$ cat config.mk
export PLATFORM = sky130hd
export DESIGN_NAME = fp_normalize_round
export DESIGN_NICKNAME = d
export VERILOG_FILES = /design/src/rtl/fp_normalize_round_pkg.sv /design/src/rtl/fp_normalize_round_round.sv /design/src/rtl/fp_normalize_round.sv
export SDC_FILE = /design/constraint.sdc
export NUM_CORES = 1
export LEC_CHECK = 0
export ABC_AREA = 0
export CORE_MARGIN = 1.5
export CORE_UTILIZATION = 49
export DETAILED_ROUTE_END_ITERATION = 8
export PLACE_DENSITY = 0.78
export SLEW_MARGIN = 20
export SYNTH_ARGS = -nofsm -noshare
export SYNTH_HDL_FRONTEND = slang
export SYNTH_SLANG_ARGS = --single-unit
$ cat constraint.sdc
create_clock -name clk -period 2.1 [get_ports clk]
set_input_delay 0.42 -clock clk [delete_from_list [all_inputs] [get_ports clk]]
set_output_delay 0.42 -clock clk [all_outputs]
set_load 0.05 [all_outputs]
$ cat src/rtl/fp_normalize_round_pkg.sv
// Shared types and constants for the FP adder normalize/round stage.
// Mantissa layout: carry, hidden, fraction, guard, round, sticky.
package fp_normalize_round_pkg;

  localparam int EXP_W  = 8;
  localparam int FRAC_W = 23;
  localparam int MNT_W  = FRAC_W + 5;
  localparam int XEXP_W = EXP_W + 2;

  localparam int CARRY_BIT  = MNT_W - 1;
  localparam int HIDDEN_BIT = MNT_W - 2;
  localparam int GUARD_BIT  = 2;

  localparam logic [XEXP_W-1:0] EXP_MAX = XEXP_W'(255);
  localparam logic [XEXP_W-1:0] BIAS    = XEXP_W'(127);

  typedef logic [MNT_W-1:0] Mantissa_ext;

  typedef struct packed {
    logic             sign;
    logic [EXP_W-1:0] exp;
    Mantissa_ext      mnt;
    logic             op;
    logic             flip;
  } Align_in;

  typedef struct packed {
    logic              sign;
    logic [EXP_W-1:0]  exp;
    logic [FRAC_W-1:0] frac;
  } Float;

  typedef enum logic [1:0] {
    IDLE,
    NORM,
    ROUND,
    DONE
  } norm_state_t;

endpackage

$ cat src/rtl/fp_normalize_round_round.sv
// Round-to-nearest-even and IEEE single pack of a normalized mantissa.
// Status outputs exist only when FP_STATUS_FLAGS_EN is defined.
module fp_round
  import fp_normalize_round_pkg::*;
(
  input  logic [HIDDEN_BIT:0] mnt,
  input  logic [XEXP_W-1:0]   exp,
  input  logic                sign,
  output Float                res
`ifdef FP_STATUS_FLAGS_EN
  ,
  output logic                inexact,
  output logic                overflow
`endif
);

  logic              g;
  logic              r;
  logic              s;
  logic              lsb;
  logic              inc;
  logic              ovf;
  logic [FRAC_W+1:0] sig;
  logic [XEXP_W-1:0] exp_r;

  always_comb begin
    g   = mnt[GUARD_BIT];
    r   = mnt[GUARD_BIT-1];
    s   = mnt[GUARD_BIT-2];
    lsb = mnt[GUARD_BIT+1];
    inc = g & (r | s | lsb);
    sig = {1'b0, mnt[HIDDEN_BIT:GUARD_BIT+1]}
        + {{(FRAC_W+1){1'b0}}, inc};
    exp_r = exp;
    // Carry out of the hidden bit leaves 1.0 at the next exponent
    if (sig[FRAC_W+1]) begin
      sig   = '0;
      exp_r = exp + XEXP_W'(1);
    end
    ovf      = (exp_r >= EXP_MAX);
    res.sign = sign;
    if (ovf) begin
      res.exp  = '1;
      res.frac = '0;
    end else begin
      res.exp  = exp_r[EXP_W-1:0];
      res.frac = sig[FRAC_W-1:0];
    end
  end

`ifdef FP_STATUS_FLAGS_EN
  assign inexact  = g | r | s;
  assign overflow = ovf;
`endif

endmodule

$ cat src/rtl/fp_normalize_round.sv
// Iterative normalizer + rounder at the tail of the FP adder pipeline.
// FP_STATUS_FLAGS_EN adds flags[2:0] = {overflow, underflow, inexact}.
module fp_normalize_round
  import fp_normalize_round_pkg::*;
(
  input  logic        clk,
  input  logic        rst_n,
  input  logic        in_valid,
  output logic        in_ready,
  input  Align_in     in_data,
  output logic        out_valid,
  input  logic        out_ready,
  output logic [31:0] out_data
`ifdef FP_STATUS_FLAGS_EN
  ,
  output logic [2:0]  flags
`endif
);

  norm_state_t       state_q, state_d;
  logic              sign_q, sign_d;
  logic [XEXP_W-1:0] exp_q, exp_d;
  Mantissa_ext       mnt_q, mnt_d;
  logic              in_ready_q, in_ready_d;
  logic              out_valid_q, out_valid_d;
  logic [31:0]       out_data_q, out_data_d;
  Float              rnd_res;

  logic is_zero;
  logic do_rshift;
  logic do_lshift;
  logic do_uflow;
  logic is_norm;

`ifdef FP_STATUS_FLAGS_EN
  logic       uf_q, uf_d;
  logic [2:0] flags_q, flags_d;
  logic       rnd_inexact;
  logic       rnd_overflow;
`endif

  fp_round u_round (
    .mnt      (mnt_q[HIDDEN_BIT:0]),
    .exp      (exp_q),
    .sign     (sign_q),
    .res      (rnd_res)
`ifdef FP_STATUS_FLAGS_EN
    ,
    .inexact  (rnd_inexact),
    .overflow (rnd_overflow)
`endif
  );

  // Mutually exclusive normalize actions
  always_comb begin
    is_zero   = (mnt_q == '0);
    do_rshift = mnt_q[CARRY_BIT];
    is_norm   = !mnt_q[CARRY_BIT] && mnt_q[HIDDEN_BIT];
    do_lshift = !is_zero && !mnt_q[CARRY_BIT]
             && !mnt_q[HIDDEN_BIT]
             && (exp_q > XEXP_W'(1));
    do_uflow  = !is_zero && !mnt_q[CARRY_BIT]
             && !mnt_q[HIDDEN_BIT]
             && (exp_q <= XEXP_W'(1));
  end

  always_comb begin
    state_d    = state_q;
    sign_d     = sign_q;
    exp_d      = exp_q;
    mnt_d      = mnt_q;
    out_data_d = out_data_q;
`ifdef FP_STATUS_FLAGS_EN
    uf_d       = uf_q;
    flags_d    = flags_q;
`endif
    unique case (state_q)
      IDLE: begin
        if (in_valid && in_ready_q) begin
          sign_d  = in_data.sign
                  ^ (in_data.flip & in_data.op);
          exp_d   = {2'b00, in_data.exp};
          mnt_d   = in_data.mnt;
          state_d = NORM;
`ifdef FP_STATUS_FLAGS_EN
          uf_d    = 1'b0;
`endif
        end
      end
      NORM: begin
        unique case (1'b1)
          is_zero: begin
            sign_d  = 1'b0;
            exp_d   = '0;
            state_d = ROUND;
          end
          do_rshift: begin
            mnt_d = {1'b0, mnt_q[CARRY_BIT:2],
                     mnt_q[1] | mnt_q[0]};
            exp_d   = exp_q + XEXP_W'(1);
            state_d = ROUND;
          end
          do_lshift: begin
            mnt_d = {mnt_q[CARRY_BIT-1:0], 1'b0};
            exp_d = exp_q - XEXP_W'(1);
          end
          do_uflow: begin
            mnt_d   = '0;
            exp_d   = '0;
            state_d = ROUND;
`ifdef FP_STATUS_FLAGS_EN
            uf_d    = 1'b1;
`endif
          end
          is_norm: state_d = ROUND;
          default: state_d = ROUND;
        endcase
      end
      ROUND: begin
        out_data_d = rnd_res;
        state_d    = DONE;
`ifdef FP_STATUS_FLAGS_EN
        flags_d = {rnd_overflow, uf_q,
                   rnd_inexact | uf_q};
`endif
      end
      DONE: begin
        if (out_ready) state_d = IDLE;
      end
      default: state_d = IDLE;
    endcase
    in_ready_d  = (state_d == IDLE);
    out_valid_d = (state_d == DONE);
  end

  always_ff @(posedge clk or negedge rst_n) begin
    if (!rst_n) begin
      state_q     <= IDLE;
      sign_q      <= 1'b0;
      exp_q       <= '0;
      mnt_q       <= '0;
      in_ready_q  <= 1'b0;
      out_valid_q <= 1'b0;
      out_data_q  <= '0;
    end else begin
      state_q     <= state_d;
      sign_q      <= sign_d;
      exp_q       <= exp_d;
      mnt_q       <= mnt_d;
      in_ready_q  <= in_ready_d;
      out_valid_q <= out_valid_d;
      out_data_q  <= out_data_d;
    end
  end

`ifdef FP_STATUS_FLAGS_EN
  always_ff @(posedge clk or negedge rst_n) begin
    if (!rst_n) begin
      uf_q    <= 1'b0;
      flags_q <= '0;
    end else begin
      uf_q    <= uf_d;
      flags_q <= flags_d;
    end
  end

  assign flags = flags_q;
`endif

  assign in_ready  = in_ready_q;
  assign out_valid = out_valid_q;
  assign out_data  = out_data_q;

endmodule

==> run metrics, run 1 <==
run status complete, no violations; Fillers ~700; total global routing overflow 0; port bufs 76; Vias 4493; global-route wire length before repair 21400 um; initial antenna violation count 0; DP HPWL roughly 9600 um; DRC errors left 0; ys flop type dfrtp_1; number of H-tree levels 3; IO Pins 77; GP Congestion 0.915; DRT Pass-1 Iters 5; setup_tns 0 ps; largest net degree at the start of global routing 76; Core ar. about 0.0088 sq mm; skew final 16.9 ps; final net count 650; Chip Width roughly 99 um; commonest non-fill, non-tap cells in the layout clkdlybuf4s50_1, dfrtp_1, buf_4, nand2_1, nor2_1; Post-Synthesis Cell Area approximately 0.0046 sq mm; synth warn 0; startpoint types flip-flop; category of the most critical setup path flip-flop to flip-flop; Vias/cell ~6.3; cell taking the most area after synthesis dfrtp_1; # Max-Cap Violations 0; CTS tree yes; crit-path cells nor4_1 -> and4_2 -> a21oi_2 -> and3_4 -> or3_1; Power Dens Cells 1560 mW/mm^2; total track usage 27.3%; # setup viols final 0; Root Buffer clkbuf_8; Hold WC Path Type primary input to asynchronous set/reset pin; EDFF count, synth 0; reg2reg start mnt_q[4]$_DFFE_PN0P_; sequential area share after synthesis 41.2%; r2r setup slk 70 ps; ant diodes 0; slew margin rel. 66.4%; DR iter-0 viols roughly 390; Final Hold Fails 0; Post-DRT Antenna Nets 0; DRT Wirelength between 10000 and 15000 um; CTS Buf Count 9; post-DR wirelength/cell about 19 um; Area Overhead vs Synth 32.0%; die footprint ~0.01 sq mm; Clk Latency, worst-skew pair approximately 360 ps; Clock Pin Slew Worst Setup and Hold Paths ~90 ps; Fmax ~0.49 GHz; total nets after synthesis 550; final core utilization between 60% and 70%; ys async rst share 100%; final period utilization between 90 and 100%; register area between 0.0015 and 0.002 sq mm; CP bufs+invs 0; gate count of the mapped netlist around 500; share of layout cells above drive strength 1 roughly 18%; Leakage roughly 0.0025 uW; Crit path max-delay family simple AND/OR/NAND/NOR gates; Row Count 34; Final Critical Period 2030 ps; Worst EP arrival approximately 2300 ps; mean cell area of the mapped netlist about 9.1 sq um; Bufs on Longest Clock Path 2; critical path endpoint category flip-flop; synthesis-stage register bit count 75; area of the multi-input gates approximately 0.0025 sq mm; CTS Sinks 75; post-synth top area share between 40 and 50%; Critical Path Max Stage Delay ~460 ps; top cells by area, synth dfrtp_1, a221o_1, nand2_1; Reg2Reg Depth 5; Worst IR Drop VDD roughly 900 uV; Slew @ Worst Pin roughly 500 ps; slowest cell on the critical path dfrtp_1; number of global-route vias before repair roughly 4200; RR Endpoint state_q[0]$_DFF_PN0_; initial cell density of the core approximately half; height of the die slightly below 100 um; WP data required 2320 ps; Yosys cell types just under 60; pins over their slew limit 0; most common cell after layout, fill and taps aside clkdlybuf4s50_1; crit path max fanout 25; Worst path depth 5
final cells by class:
| cell class | count | share of cell area [%] |
|---|---|---|
| multi-input combinational | 365 | 41.2 |
| clock inverter | 6 | 1.08 |
| tap | 108 | 2.25 |
| inverter | 10 | 0.624 |
| sequential | 75 | 31.3 |
| clock buffer | 10 | 2.12 |
| timing repair buffer | 142 | 21.4 |
layer usage:
metal	up-vias	global-route usage, %	share of wire [%]
li1	2085	-	-
met1	2180	38.6	44
met2	207	42.9	48
met3	21	4.85	6.9
met4	0	8.34	1.7
met5	-	0	0
cell usage after synthesis, types with 3 or more instances:
cell type and n:
dfrtp_1 75, nand2_1 62, clkbuf_1 37, nor2_1 29, a221o_1 25, a22o_1 24, nand3_1 23, o21ai_0 20
xor2_1 16, nand4_1 15, nor3_1 13, xnor2_1 13, a31oi_1 12, o31ai_1 12, buf_2 10, inv_1 10
nor4_1 8, and3_1 7, and2_1 5, o2111ai_1 5, o211ai_1 5, a21oi_1 4, a22oi_1 4, buf_6 4
ha_1 4, nand2b_1 4, nor2b_1 4, o221ai_1 4, or3_1 4, and4_1 3, o311ai_0 3, or2_2 3
or4_1 3
sequential cells by signal, indices dropped and copies added, names as in the netlist:
signal,cells
exp_q,10
in_ready,1
mnt_q,28
out_data,32
out_valid,1
sign_q,1
state_q,2
worst max path at each step:
stage / slack [ps] / endpoint / start
after CTS: 2 / out_data[26]$_DFFE_PN0N_ / mnt_q[2]$_DFFE_PN0P_
after floorplan: 6 / mnt_q[10]$_DFFE_PN0P_ / exp_q[9]$_DFFE_PN0P_
after global routing: -30 / out_data[17]$_DFFE_PN0N_ / mnt_q[13]$_DFFE_PN0P_
final: 70 / state_q[0]$_DFF_PN0_ / mnt_q[4]$_DFFE_PN0P_
after global placement: -50 / state_q[0]$_DFF_PN0_ / mnt_q[9]$_DFFE_PN0P_
after detailed placement: -60 / exp_q[8]$_DFFE_PN0P_ / in_valid
per-stage QoR:
stage | instances | worst slack [ps] | area, sq um | hold slack (ps) | total power, uW
after floorplan | 503 | 6.24 | 4570 | 124 | 6190
after global placement | 694 | -47.6 | 5700 | 460 | 7900
after detailed placement | 694 | -62.6 | 5700 | 466 | 8070
after CTS | 710 | 2.45 | 5900 | 114 | 9200
after global routing | 716 | -30.3 | 6010 | 129 | 9950
final | 716 | 66.7 | 6010 | 79.9 | 9400
report_power, final:
| group | internal, uW | switching, uW | total, uW | leakage (uW) |
|---|---|---|---|---|
| Sequential | 2070 | 569 | 2640 | 0.000937 |
| Clock | 552 | 565 | 1120 | 0.0000966 |
| Combinational | 2300 | 3340 | 5650 | 0.00143 |
| Total | 4930 | 4480 | 9400 | 0.00246 |
cells by family (layout without fill, tap and decap cells):
group	Yosys count	in the layout	share of synthesized area [%]
xor+xnor	29	29	5.58
buf+inv	63	168	6.13
compound gates	136	136	23.5
mux	2	2	0.440
fa+ha+maj	4	4	1.10
simple gates	194	194	22.0
flops	75	75	41.2
what timing repair did:
| item | CTS | global route |
|---|---|---|
| buffers inserted | 0 | 6 |
| setup endpoints to repair | 22 | 38 |
| pin swaps | 2 | 4 |
| gates resized for setup | 3 | 17 |
| hold buffers | 0 | 0 |
Power figures use the tool's default switching activity.
==> inputs of run 2 (changes only) <==
Settings changed: CAP_MARGIN set to 10.
==> results of run 2 <==
The final DEF is identical to that of run 1; final timing and power are the same.
==> inputs of run 3 (changes only) <==
Settings changed: RECOVER_POWER set to 50, TNS_END_PERCENT set to 1.
==> run 3 against run 2 <==
Against the previous run: the run now ends with capacitance limit, slew limit left; global-route usage hardly changed; clock skew is 1.0 ps higher; die area stayed put; combinational power is 2% lower; cell area is 1.5% lower; non-clock buffer count is 6 lower; wire length is 0.16% higher; final cell count is 0.84% lower; utilization is 0.99 points lower; first-iteration DRC count is 9.9% lower; largest cell class unchanged.
==> run metrics, run 3 (synthesis gave the netlist of run 1 again) <==
Worst Hold Path EP out_data[7]$_DFFE_PN0N_; total global routing overflow 0 (unchanged); final core utilization 67.0% (-0.99 points); unrepaired setup endpoints after global routing yes; Final Critical Period 2060 ps (+29.8 ps); cts hold-fix bufs 0 (unchanged); final net count 644 (-0.92%); initial cell density of the core 51.5% (unchanged); Power Dens Cells 1570 mW/mm^2 (+0.35%); pre-CTS setup slack -62.6 ps (unchanged); Total Power 9300 uW (-1.1%); setup_tns 0 ps (unchanged); Leakage 0.00245 uW (-0.64%); Clk Latency, worst-skew pair 360 ps (about the same); DRT Pass-1 Iters 5 (unchanged); die footprint 0.00988 sq mm (unchanged); Core ar. 0.00885 sq mm (unchanged); DR iter-0 viols 347 (-9.9%); crit path launch mnt_q[9]$_DFFE_PN0P_; Finished Layout Cells 710 (-0.84%); Area Overhead vs Synth 30.1%; RR Endpoint state_q[0]$_DFF_PN0_; global-route wire length before repair 21300 um (about the same); number of global-route vias before repair 4214 (+0.12%); Largest register FFs 32 (unchanged); final worst setup slack 36.8 ps (-29.8 ps); Row Count 34 (unchanged); final period utilization 98.2% (+1.4 points); height of the die 99.4 um (unchanged); Hold Crit Depth 2; Fillers 710 (+2.0%); run status complete, but fails checks; slew margin rel. -14.1% (-80 points); post-DR wirelength/cell 18.9 um (+1.0%); Post-DRT Antenna Nets 0 (unchanged); Worst EP arrival 2290 ps (+40 ps); met2 GRT Util 42.9% (unchanged); Bufs on Longest Clock Path 2 (unchanged); Reg2Reg Depth 5 (unchanged); largest net degree at the start of global routing 76 (unchanged); number of H-tree levels 3 (unchanged); IO Pins 77 (unchanged); CTS Sinks 75 (unchanged); critical path endpoint category flip-flop; Clock Pin Slew Worst Setup and Hold Paths 80 ps (about the same); # Max-Cap Violations 1 (+1); crit path max fanout 25 (unchanged); Vias/cell 6.30 (+0.35%); ant diodes 0 (unchanged); WP data required 2320 ps (about the same); CTS Buf Count 9 (unchanged); pins over their slew limit 76 (+76); Fmax 0.485 GHz (-1.4%); global routing usage on met1 38.6% (-0.045 points); r2r setup slk 40 ps (-30 ps); Root Buffer clkbuf_8; port bufs 76 (unchanged); placed insts 694 (unchanged); DP HPWL 9610 um (unchanged); CTS tree yes; DRT Wirelength 13400 um (+0.16%); Chip Width 99.4 um (unchanged); commonest non-fill, non-tap cells in the layout dfrtp_1, clkdlybuf4s50_1, nand2_1, buf_4, nor2_1; Global Route met3 Usage 4.85% (unchanged); hold wc startpoint out_data[7]$_DFFE_PN0N_; Vias 4471 (-0.49%); reg2reg start mnt_q[9]$_DFFE_PN0P_; category of the most critical setup path flip-flop to flip-flop; startpoint types flip-flop; Final Hold Fails 0 (unchanged); Worst IR Drop VDD 868 uV (-3.5%); skew final 17.9 ps (+1.04 ps); GP Congestion 0.915 (unchanged); share of layout cells above drive strength 1 16.3% (-2.0 points); failing checks capacitance limit, slew limit; gr busiest metal met2; Slew @ Worst Pin 1710 ps (+1210 ps); total track usage 27.2% (about the same); # setup viols final 0 (unchanged); initial antenna violation count 0 (unchanged); most common cell after layout, fill and taps aside dfrtp_1; DRC errors left 0 (unchanged); Hold WC Path Type flip-flop to flip-flop
## run 3: cell types whose count changed in the layout (fill, tap and decap cells not counted), moves of 2 or more
cell             delta
nor4_2              -2
clkbuf_1            +2
buf_4               -9
dlygate4sd3_1       +5
nor4_1              +2
clkdlybuf4s50_1     -5
## run 3: through the flow
step | instance area (sq um) | hold slack [ps]
3_3_place_gp | 5700 | 460
2_1_floorplan | 4570 | 124
3_5_place_dp | 5700 | 466
5_1_grt | 5930 | 503
6_report | 5930 | 475
4_1_cts | 5900 | 114
## run 3: layout make-up
type	instances	area [sq um]	area share, %
clock buffers	10	128	2.15
inverters	10	37.5	0.633
repair buffers	136	1220	20.6
flip-flops and latches	75	1880	31.7
well taps	108	135	2.28
clock inverters	6	65.1	1.10
multi-input cells	365	2460	41.6
## run 3: timing repair
action / 4_1_cts / 5_1_grt
gates resized for setup: 3 / 15
setup buffers: 0 / 0
pin swaps: 2 / 5
gates cloned: 0 / 0
setup endpoints to repair: 22 / 38
## run 3: metal layers
layer	up-vias	wire length, um
met5	-	0
met4	0	238
met3	27	962
met2	202	6290
met1	2173	5900
li1	2069	-
## run 3: how the worst max path moves through the flow
| stage | end | cells after the start |
|---|---|---|
| CTS | out_data[26]$_DFFE_PN0N_ | 8 |
| finish | state_q[0]$_DFF_PN0_ | 5 |
| global route | out_data[13]$_DFFE_PN0N_ | 6 |
| detailed placement | exp_q[8]$_DFFE_PN0P_ | 5 |
| global placement | state_q[0]$_DFF_PN0_ | 5 |
| floorplan | mnt_q[10]$_DFFE_PN0P_ | 8 |
## run 3: worst max-delay path, stage by stage, from the launching register on
cell and delay, ps:
dfrtp_2 460, nor4_2 380, and4_1 330, a21oi_2 100
and3_4 250, or3_1 400
## run 3: report_power, final
group          total, uW  internal [uW]  switching, uW
combinational       5550           2210           3330
sequential          2630           2070            561
clock               1120            552            571
total               9300           4830           4470
